<file path="src/rtl/fu_wb_arbiter.sv">
// rtl/fu_wb_arbiter.sv - write-back arbiter: per-FU holding slots, round-robin grant to one port
module fu_wb_arbiter #(
    parameter int NUM_FU = 4,
    parameter int DATA_W = 32,
    parameter int ID_W   = 4
) (
    input  logic                     clk,
    input  logic                     rst_n,
    input  logic [NUM_FU*ID_W-1:0]   fu_finish,
    input  logic [NUM_FU*DATA_W-1:0] fu_res,
    input  logic [NUM_FU-1:0]        fu_ovf,
    input  logic                     wb_ready,
    output logic                     wb_valid,
    output logic [ID_W-1:0]          wb_fu_id,
    output logic [DATA_W-1:0]        wb_data,
    output logic                     wb_ovf,
    output logic [NUM_FU-1:0]        slot_full,
    output logic                     drop_err
);

    localparam int PTR_W = (NUM_FU > 1) ? $clog2(NUM_FU) : 1;

    logic [NUM_FU-1:0] full_q;
    logic [ID_W-1:0]   slot_id   [NUM_FU];
    logic [DATA_W-1:0] slot_data [NUM_FU];
    logic [NUM_FU-1:0] slot_ovf;
    logic [PTR_W-1:0]  ptr;
    logic              drop_q;

    logic              grant_found;
    logic [PTR_W-1:0]  grant_idx;
    logic [PTR_W:0]    probe;
    logic              xfer;
    logic [PTR_W:0]    next_ptr;

    // Round-robin search: first occupied slot at or after the pointer, wrapping.
    always_comb begin
        grant_found = 1'b0;
        grant_idx   = '0;
        probe       = '0;
        for (int k = 0; k < NUM_FU; k++) begin
            probe = {1'b0, ptr} + (PTR_W+1)'(k);
            if (probe >= (PTR_W+1)'(NUM_FU)) begin
                probe = probe - (PTR_W+1)'(NUM_FU);
            end
            if (!grant_found && full_q[probe[PTR_W-1:0]]) begin
                grant_found = 1'b1;
                grant_idx   = probe[PTR_W-1:0];
            end
        end
    end

    assign xfer = grant_found && wb_ready;

    always_comb begin
        next_ptr = {1'b0, grant_idx} + (PTR_W+1)'(1);
        if (next_ptr >= (PTR_W+1)'(NUM_FU)) begin
            next_ptr = '0;
        end
    end

    // Outputs come only from registered slot state, never from fu_* directly.
    always_comb begin
        wb_valid = grant_found;
        wb_fu_id = '0;
        wb_data  = '0;
        wb_ovf   = 1'b0;
        if (grant_found) begin
            wb_fu_id = slot_id[grant_idx];
            wb_data  = slot_data[grant_idx];
            wb_ovf   = slot_ovf[grant_idx];
        end
    end

    assign slot_full = full_q;
    assign drop_err  = drop_q;

    always_ff @(posedge clk or negedge rst_n) begin
        if (!rst_n) begin
            full_q   <= '0;
            slot_ovf <= '0;
            ptr      <= '0;
            drop_q   <= 1'b0;
            for (int i = 0; i < NUM_FU; i++) begin
                slot_id[i]   <= '0;
                slot_data[i] <= '0;
            end
        end else begin
            if (xfer) begin
                ptr <= next_ptr[PTR_W-1:0];
            end
            for (int i = 0; i < NUM_FU; i++) begin
                // A slot being drained this edge may accept a new result without loss.
                if (fu_finish[i*ID_W +: ID_W] != '0) begin
                    if (!full_q[i] || (xfer && grant_idx == PTR_W'(i))) begin
                        full_q[i]    <= 1'b1;
                        slot_id[i]   <= fu_finish[i*ID_W +: ID_W];
                        slot_data[i] <= fu_res[i*DATA_W +: DATA_W];
                        slot_ovf[i]  <= fu_ovf[i];
                    end else begin
                        drop_q <= 1'b1;
                    end
                end else if (xfer && grant_idx == PTR_W'(i)) begin
                    full_q[i] <= 1'b0;
                end
            end
        end
    end

endmodule

</file>
<file path="config.mk">
export PLATFORM = sky130hd
export DESIGN_NAME = fu_wb_arbiter
export DESIGN_NICKNAME = d
export VERILOG_FILES = /design/src/rtl/fu_wb_arbiter.sv
export SDC_FILE = /design/constraint.sdc
export NUM_CORES = 1
export LEC_CHECK = 0
export BUFFER_PORTS_ARGS = -buffer_cell sky130_fd_sc_hd__buf_2
export CORE_ASPECT_RATIO = 1.4
export CORE_MARGIN = 2
export CORE_UTILIZATION = 30
export CTS_CLUSTER_DIAMETER = 150
export DETAILED_ROUTE_END_ITERATION = 8
export GPL_TIMING_DRIVEN = 0
export PLACE_DENSITY_LB_ADDON = 0.2
export SKIP_LAST_GASP = 1
export SYNTH_ARGS = -nofsm -noshare
export SYNTH_HDL_FRONTEND = slang
export SYNTH_SLANG_ARGS = --single-unit
export TNS_END_PERCENT = 100
</file>
<file path="constraint.sdc">
create_clock -name clk -period 2.7 [get_ports clk]
set_clock_uncertainty 0.15 [all_clocks]
set_input_delay 0 -clock clk [delete_from_list [all_inputs] [get_ports clk]]
set_output_delay 0 -clock clk [all_outputs]
set_load 0.02 [all_outputs]
</file>
== Yosys cells after proc, flatten, opt, wreduce, memory -nomap -nowiden ==
Cells that the tools add are included.

* Output and inout port bits: 43
* Bits of input ports: 151
* Logic and storage cells: 133
* Bits in registers: 155

* $add $sub $neg: 8
* Order comparisons: 11
* Muxes and demuxes: 52
* Reductions and logical operators: 36
* Equality and inequality tests: 7
* Bitwise logic cells: 1

{| class="wikitable"
|+ Operator list
! cell !! count
|-
| 32-bit two-way mux || 3
|-
| 32-bit binary-select mux with 2-bit select || 1
|-
| 1-bit two-way mux || 30
|-
| 2-bit two-way mux || 9
|-
| 2-bit AND reduction || 8
|-
| 4-bit nonzero test || 4
|-
| 3-bit >= comparator (second input constant) || 5
|-
| 2-bit by 3-bit < comparator with 1-bit output (second input constant) || 5
|-
| 4-bit two-way mux || 3
|-
| 1-bit binary-select mux with 2-bit select || 5
|-
| 4-bit binary-select mux with 2-bit select || 1
|-
| 1-bit logical AND || 8
|-
| 2-bit by 1-bit != test with 1-bit output (second input constant) || 4
|-
| 2-bit nonzero test || 4
|-
| 2-bit by 1-bit subtractor with 2-bit output (second input constant) || 4
|-
| 1-bit logical NOT || 7
|-
| 2-bit by 1-bit adder with 3-bit output (second input constant) || 2
|-
| 2-bit by 2-bit adder with 3-bit output (second input constant) || 2
|-
| 2-bit == test (second input constant) || 2
|-
| 1-bit logical OR || 4
|-
| 2-bit by 3-bit >= comparator with 1-bit output (second input constant) || 1
|-
| 2-bit inverter with 3-bit output || 1
|-
| 2-bit by 1-bit == test with 1-bit output (second input constant) || 1
|-
| 2-bit logical NOT || 1
|}

== Logic depth before layout (Yosys ltp) ==
Gate-level depths: netlist (run 1).

* Depth in word-level cells: 25
* Depth in mapped cells: 15
* Depth with buffers taken out: 10

== Least setup slack after synthesis (run 1) ==
Ideal clock, no wire load.

* Path type: reg-to-reg
* Start point: reg full_q[3] (netlist: slot_full[3])
* End point: reg slot_data[0] in the netlist's numbering
* Library setup time: 0.125 ns
* Arrival time: 2.524 ns
* Cell stages (with the launch flop): 12
* Period minus slack after synthesis: 2.799 ns
* Required time: 2.425 ns
* Path slack: -0.099 ns
* Buffers on the path: 4
* Cell sequence: dfrtp_1 > buf_6 > mux2i_1 > and2_4 > a211oi_4 > buf_6 > buf_12 > ha_1 > nand2_1 > a21oi_2 > buf_2 > mux2_2

* Longest elaborated chain between the ends: 16
* Elaborated cells on any way between the ends: 28
* Classes of those cells: eq/ne (1); mux (16); reduce/logical (11)

{| class="wikitable"
|+ Ends and longest elaborated chain
! element !! line !! source
|-
| start, declared || 23 || <nowiki>logic [NUM_FU-1:0] full_q;</nowiki>
|-
| start signal, assigned || 80 || <nowiki>full_q <= '0;</nowiki>
|-
| start signal, assigned by index || 96 || <nowiki>full_q[i] <= 1'b1;</nowiki>
|-
| start signal, assigned by index || 104 || <nowiki>full_q[i] <= 1'b0;</nowiki>
|-
| 1-bit binary-select mux with 2-bit select || 46 || <nowiki>if (!grant_found && full_q[probe[PTR_W-1:0]]) begin</nowiki>
|-
| 1-bit two-way mux (implied by the code) || 46 ||
|-
| 1-bit two-way mux || 46 ||
|-
| 1-bit logical NOT || 46 ||
|-
| 1-bit logical AND || 46 ||
|-
| 1-bit two-way mux || 46 ||
|-
| 1-bit logical NOT || 46 ||
|-
| 1-bit logical AND || 46 ||
|-
| 1-bit two-way mux || 46 ||
|-
| 1-bit logical NOT || 46 ||
|-
| 1-bit logical AND || 46 ||
|-
| 2-bit two-way mux or 1-bit two-way mux (tied branches) || 46 ||
|-
| 2-bit == test or 1-bit logical AND (tied branches) || 95, 53 ||
|-
| 1-bit logical AND || 95 || <nowiki>if (!full_q[i] || (xfer && grant_idx == PTR_W'(i))) begin</nowiki>
|-
| 1-bit logical OR (*) || 95 ||
|-
| 2-bit AND reduction (no line) (*) || n/a ||
|-
| end signal, assigned by index || 98 || <nowiki>slot_data[i] <= fu_res[i*DATA_W +: DATA_W];</nowiki>
|-
| end, declared || 25 || <nowiki>logic [DATA_W-1:0] slot_data [NUM_FU];</nowiki>
|}

Mark *: on every way between the ends. The rest lies on a longest branch, timed or not. The select of a mux whose other input is x is not followed.
A chain may end at the register's enable or synchronous reset.

== Worst setup path in the final report (run 1) ==
* Start point: reg ptr[1]
* End point: reg slot_data[21] in the netlist's numbering

* Longest elaborated chain between the ends: 18
* Elaborated cells on any way between the ends: 42
* Classes of those cells: add/sub (7); order compare (4); eq/ne (1); mux (20); reduce/logical (10)

{| class="wikitable"
|+ Ends and longest elaborated chain
! element !! line !! source
|-
| start, declared || 27 || <nowiki>logic [PTR_W-1:0] ptr;</nowiki>
|-
| start signal, assigned || 90 || <nowiki>ptr <= next_ptr[PTR_W-1:0];</nowiki>
|-
| branches (longest 15 deep; another with 2-bit by 1-bit adder with 3-bit output) || n/a ||
|-
| 1-bit logical AND (*) || 95 ||
|-
| 1-bit logical OR (*) || 95 ||
|-
| 2-bit AND reduction (no line) (*) || n/a ||
|}

Every way passes the cells marked *. The select of a mux whose other input is x is not followed.

==> impl_metrics.tcl, run 1 <==
set metrics [dict create \
    rows 67 \
    area_growth_pct 68.2 \
    synth_area_leader_cell "dfrtp_1" \
    grt_pass1_wl_um 37700 \
    gp_congestion 0.778 \
    cts_tree "done" \
    final_max_slew_viol_count 0 \
    ys_top_cells_by_area "dfrtp_1 54%, nand2_1 11%, mux2_2 11%" \
    timing.rr.end "slot_data[21]$_DFFE_PN0P_" \
    netlist_instances 643 \
    syn-mean-instance-area_um2 11.2 \
    io_pins 194 \
    crit_chain "buf_6 -> mux2i_1 -> and2_4 -> a211oi_4 -> buf_12 -> buf_12 -> ha_4 -> nand2_4 -> a21oi_4 -> buf_12 -> buf_12 -> mux2_2" \
    power_density_mw_per_mm2 1320 \
    drt-vias-per-instance 4.64 \
    hold_path_depth 4 \
    routed_wl_um 25900 \
    num-fill-cells 2093 \
    synth_top_family_by_area "multiplexers" \
    cts_buffer_depth 2 \
    port_buffers 193 \
    clkTransAtPathRegs_ps 60 \
    p_leak_uw 0.00575 \
    slew_headroom_pct 31.1 \
    nets 1208 \
    detail_route.wl_per_cell_um 18.9 \
    die_x_um 135 \
    min_to "slot_data[111]$_DFFE_PN0P_" \
    synth_compound_area_share_pct 6.37 \
    synth.cell_area_mm2 0.00719 \
    hold_class "input pin to register" \
    yosys_warnings 0 \
    hold_viol_final 0 \
    crit_arrival_ps 2880 \
    synth_simple_gate_area_share_pct 12.9 \
    gr-total-overflow 0 \
    setup_viol 15 \
    seq_area_frac_synth_pct 54.0 \
    dr.pass1.iters 4 \
    fmax_mhz 368 \
    clock_latency_ps 430 \
    fin_crit_sh_pct 101 \
    cts_root_buf "clkbuf_16" \
    crit_top_cell "buf_12" \
    cap_violations 0 \
    antenna_found_initial 1 \
    ys_ff_latch 155 \
    grt.total_usage_pct 20.0 \
    synth_mux_area_share_pct 21.7 \
    start_kind "register" \
    multi_input_area_mm2 0.00353 \
    via_count 6387 \
    rsz0062_at_grt "yes" \
    min_period_ps 2710 \
    worstRegToRegCells 12 \
    cp_num_buf_inv 5 \
    violations "negative setup slack" \
    first_iter_violations 216 \
    setup.worst_path.end_class "register" \
    ant_nets 0 \
    dieArea_mm2 0.0252 \
    cpPeakStageDelay_ps 370 \
    clock_sinks 155 \
    initial_utilization_pct 30.3 \
    path_max_fanout 10 \
    worst_ir_drop_vdd_uv 670 \
    numCtsBuffers 17 \
    slowest_stage "dfrtp_1" \
    die_h_um 187 \
    drc 0 \
    worst_pin_slew_ps 1020 \
    required_ps 2870 \
    critPathKind "register to register" \
    syn_nets 798 \
    crit_family "buffers and inverters" \
    grt_pass1_vias 6831 \
    grt_max_degree 94 \
    seqCellArea_mm2 0.00388 \
    core_area_mm2 0.0237 \
    yosysTopAreaCellShare_pct 54.0 \
    hp-start "fu_res[15]" \
    outcome "complete, but fails checks" \
    dp_hpwl_um 16900 \
    synth.distinct_cells 33 \
    rrSetupSlack_ps -10 \
    h-tree-depth 4 \
    r2r_start "ptr[1]$_DFFE_PN0P_" \
    power.total_uw 16000 \
    synthAdderAreaFrac_pct 0.696 \
    hold_slack_ps 134 \
    drive_gt1_share_pct 41.5 \
    synth_xor_xnor_area_share_pct 0 \
    setup_ws_ps -14.4 \
]
==> logic make-up after synthesis <==
logic type / Yosys count
muxes: 147
DFF: 155
and+or+nand+nor: 231
AOI/OAI and AO/OA: 66
adders and majority gates: 4
buffers and inverters: 40
==> repair_timing <==
item                                    4_1_cts  5_1_grt
setup buffers                                14       21
endpoints found under the hold margin       310        0
resized for setup                            70      148
hold buffers                                153        0
pin swaps                                     4       17
endpoints found under the setup margin      180      165
cloned                                        0        9
==> cells in the mapped netlist (all sizes together) <==
library cell and count:
a211oi 1, clkbuf 12, inv 2, mux2i 76, and2 1, nor3b 1, nand2b 6, a21oi 6
o22ai 39, and2b 2, nor4 4, or3 1, dfrtp 155, a21o 2, nand2 215, buf 23
a22o 12, or4 1, bufbuf 3, a211o 1, mux2 71, o21ai 5, ha 4
==> layer usage <==
layer,global-route usage [%],part of all wire (%),vias to the layer above
li1,-,-,3046
met1,23.3,41,3132
met2,35.8,53,172
met3,3.82,4.0,37
met4,7.73,2.4,0
met5,0,0,-
==> how the worst max path moves through the flow <==
stage / slack [ps] / from / depth (start not counted) / end
after detailed placement: -810 / ptr[1]$_DFFE_PN0P_ / 12 / slot_data[79]$_DFFE_PN0P_
after global placement: -1390 / rst_n / 1 / slot_full[3]$_DFFE_PN0P_
after CTS: -30 / ptr[1]$_DFFE_PN0P_ / 15 / slot_data[106]$_DFFE_PN0P_
after floorplan: 30 / slot_full[3]$_DFFE_PN0P_ / 12 / slot_data[37]$_DFFE_PN0P_
final: -10 / ptr[1]$_DFFE_PN0P_ / 12 / slot_data[21]$_DFFE_PN0P_
after global routing: -80 / ptr[1]$_DFFE_PN0P_ / 12 / slot_data[19]$_DFFE_PN0P_
==> report_power, final <==
group | switching (µW) | internal (µW)
clock network | 956 | 1520
logic | 4450 | 4790
registers | 785 | 3470
==> layout make-up <==
| type | instances | area share, % |
|---|---|---|
| timing repair buffer | 391 | 26.2 |
| multi-input combinational | 448 | 29.2 |
| clock inverter | 8 | 0.973 |
| buffer | 38 | 4.25 |
| tap | 310 | 3.21 |
| sequential | 155 | 32.1 |
| clock buffer | 23 | 3.95 |
| inverter | 2 | 0.0828 |
| antenna | 1 | 0.0207 |
==> cell usage in the layout (no fill, tap or decap), types with 2 or more instances in the layout <==
cell	synthesis	final
nand2_1	214	209
buf_2	10	180
dfrtp_1	155	153
dlygate4sd3_1	0	152
mux2_2	71	50
mux2i_1	76	47
buf_4	0	37
o22ai_1	39	28
clkbuf_16	0	26
mux2_4	0	21
mux2i_4	0	19
buf_6	4	18
buf_12	4	15
a22o_1	12	12
o22ai_2	0	11
mux2i_2	0	10
buf_8	0	8
nand2b_1	6	5
clkbuf_8	1	4
o21ai_0	4	4
nand2_4	0	4
clkbuf_4	0	4
a21oi_4	0	4
clkinv_2	0	4
buf_16	0	3
nor4_1	3	3
clkbuf_1	11	3
bufinv_16	0	3
clkbuf_2	0	2
nand2_2	1	2
ha_4	0	2
dfrtp_2	0	2
==> sequential cells by signal, summed over array words and instances (netlist names), named ones only <==
name and count:
ptr 1, slot_id 16, slot_data 128, slot_full 4, drop_err 1, slot_ovf 4
==> worst register-to-register path, stage by stage, from the launching register on <==
cell and delay [ps]:
dfrtp_1 370, buf_6 130, mux2i_1 110, and2_4 180, a211oi_4 290, buf_12 190, buf_12 140, ha_4 140
nand2_4 50, a21oi_4 180, buf_12 180, buf_12 150, mux2_2 340
==> metrics by stage <==
step	setup TNS, ps	setup WS (ps)	utilization [%]	std cells	area, µm²
global placement	-238510	-1390	36.1	1146	8560
CTS	-499	-31.5	46.8	1345	11100
finish	-101	-14.4	51.0	1376	12100
detailed placement	-72950	-806	36.2	1147	8600
global route	-2590	-75.6	51.0	1376	12100
floorplan	0	32.8	-	643	7210
No activity file was read; power rests on OpenSTA's default activity.
==> run 2, diff against run 1 <==
==> constraint.sdc (replaced) <==
create_clock -name clk -period 2.6 [get_ports clk]
set_clock_uncertainty 0.15 [all_clocks]
set_input_delay 0.26 -clock clk [delete_from_list [all_inputs] [get_ports clk]]
set_output_delay 0.26 -clock clk [all_outputs]
set_load 0.02 [all_outputs]
==> run 2 against run 1 <==
  * The flow still finishes with violations (negative setup slack)
  * Via count increased by 5.2%
  * Register-to-register slack worse by 230 ps
  * Final cell count is 1.7% higher
  * Setup slack got worse by 260 ps
  * Global-route usage rose by 2.5 points
  * Non-clock buffer count up 23
  * Sequential share of layout area is 3.4 points lower
  * Critical path type is now register to output port
  * Largest power group unchanged
==> impl_metrics.tcl, run 2 (synthesis gave the netlist of run 1 again) <==
set metrics [dict create \
    outcome "complete, but fails checks" \
    violations "negative setup slack" \
    cts_root_buf "clkbuf_16" \
    setup_ws_ps -274 \
    slew_headroom_pct 25.4 \
    finalInstanceArea_mm2 0.0135 \
    worst_pin_slew_ps 1110 \
    fin_tns_setup_ps -28980 \
    clock_sinks 155 \
    cts_tree "done" \
    cp_num_buf_inv 4 \
    core_area_mm2 0.0237 \
    numCtsBuffers 17 \
    fin_crit_sh_pct 111 \
    layout_commonest_cell "buf_2" \
    grt.total_usage_pct 22.5 \
    dr.pass1.iters 5 \
    die_x_um 135 \
    initial_utilization_pct 30.3 \
    crit_chain "and2b_4 -> a211oi_4 -> buf_6 -> buf_12 -> buf_16 -> mux2i_4 -> o22ai_2 -> buf_6" \
    port_buffers 193 \
    detail_route.wl_per_cell_um 20.4 \
    placedInstanceArea_mm2 0.00862 \
    crit_arrival_ps 2460 \
    mostFrequentLayoutCells "159 x buf_2, 152 x dfrtp_1, 150 x dlygate4sd3_1, 103 x nand2_2, 68 x nand2_1" \
    largestRegisters "slot_data: 128 flops, slot_id: 16 flops" \
    via_count 6716 \
    required_ps 2190 \
    drive_gt1_share_pct 57.0 \
    crit_top_cell "buf_6" \
    min_period_ps 2870 \
    antenna_found_initial 1 \
    largest_register_ff_count 128 \
    grt_pass1_wl_um 42300 \
    cap_violations 0 \
    drt-vias-per-instance 4.80 \
    area_growth_pct 88.3 \
    slowest_stage "dfrtp_2" \
    die_h_um 187 \
    hold_viol_final 0 \
    power.total_uw 19200 \
    rsz0062_at_grt "yes" \
    fmax_mhz 348 \
    io_pins 194 \
    rows 67 \
    hold_class "input pin to register" \
    grt_max_degree 97 \
    path_max_fanout 9 \
    start_kind "register" \
    grt_pass1_vias 7270 \
    clkTransAtPathRegs_ps 70 \
    gp_congestion 0.774 \
    crit_family "buffers and inverters" \
    cts_buffer_depth 2 \
    cpPeakStageDelay_ps 510 \
    gr-total-overflow 0 \
    dp_hpwl_um 16900 \
    setup.worst_path.end_class "output port" \
    first_iter_violations 250 \
    clock_latency_ps 430 \
    top_register "slot_data" \
    h-tree-depth 4 \
    dieArea_mm2 0.0252 \
    critPathKind "register to output port" \
    worst_ir_drop_vdd_uv 741 \
    p_leak_uw 0.00637 \
    power_density_mw_per_mm2 1420 \
    nets 1231 \
    ant_nets 0 \
    setup_viol 181 \
    stdcell_count 1400 \
    drc 0 \
    final_max_slew_viol_count 0 \
    place_inst 1147 \
    routed_wl_um 28600 \
]
==> run 2: cell types whose count changed in the layout (fill, tap and decap cells not counted), sizes merged <==
cell	before	now
clkbuf	39	28
dlygate4sd3	152	150
bufinv	3	2
clkinvlp	1	5
clkinv	4	1
inv	2	8
buf	261	292
==> run 2: per-stage QoR <==
step           worst slack [ps]  utilization (%)  hold slack [ps]
3_5_place_dp               -862             36.4             86.1
2_1_floorplan              8.58                -             -186
6_report                   -274             57.1              139
3_3_place_gp              -1780             36.2              302
4_1_cts                    -319             53.6              119
5_1_grt                    -350             57.1              145
==> run 2: path summary, 6_finish.rpt <==
path	to	cells after the start	slack (ps)	startpoint
worst max-delay path	wb_data[13]	8	-270	slot_full[2]$_DFFE_PN0P_
worst min-delay path	register	2	140	wb_ready
worst max register to register	slot_data[34]$_DFFE_PN0P_	15	-240	ptr[1]$_DFFE_PN0P_
worst min register to register	slot_data[65]$_DFFE_PN0P_	2	340	slot_data[65]$_DFFE_PN0P_
max in group asynchronous	slot_data[57]$_DFFE_PN0P_	3	1250	rst_n
min in group asynchronous	slot_data[1]$_DFFE_PN0P_	2	200	rst_n
==> run 2: area by class of cell <==
class	instances	area, µm²
repair buffers	418	3780
clock buffers	18	439
diodes	1	2.50
plain buffers	34	579
clock inverters	14	160
fillers	1960	10200
flip-flops and latches	155	3880
multi-input cells	448	4290
inverters	2	12.5
well taps	310	388
==> run 2: metal layers <==
metal / global-route usage (%) / vias to the layer above / share of wire (%)
met4: 9.76 / 0 / 3.1
met2: 39.4 / 178 / 54
met1: 26.9 / 3380 / 40
li1: - / 3109 / -
met3: 3.74 / 49 / 3.1
met5: 0 / - / 0
==> run 2: what timing repair did <==
action	CTS	global route
hold endpoints to repair	210	0
endpoints found under the setup margin	184	186
gates resized for setup	290	238
cloned	19	6
pin swaps	92	96
buffers inserted	47	11
hold buffers	150	0
==> run 2: report_power, final <==
group / switching (µW) / internal [µW] / leakage (µW)
Sequential: 992 / 3610 / 0.00185
Combinational: 5450 / 6530 / 0.00424
Clock: 1130 / 1460 / 0.000280
Total: 7580 / 11600 / 0.00637
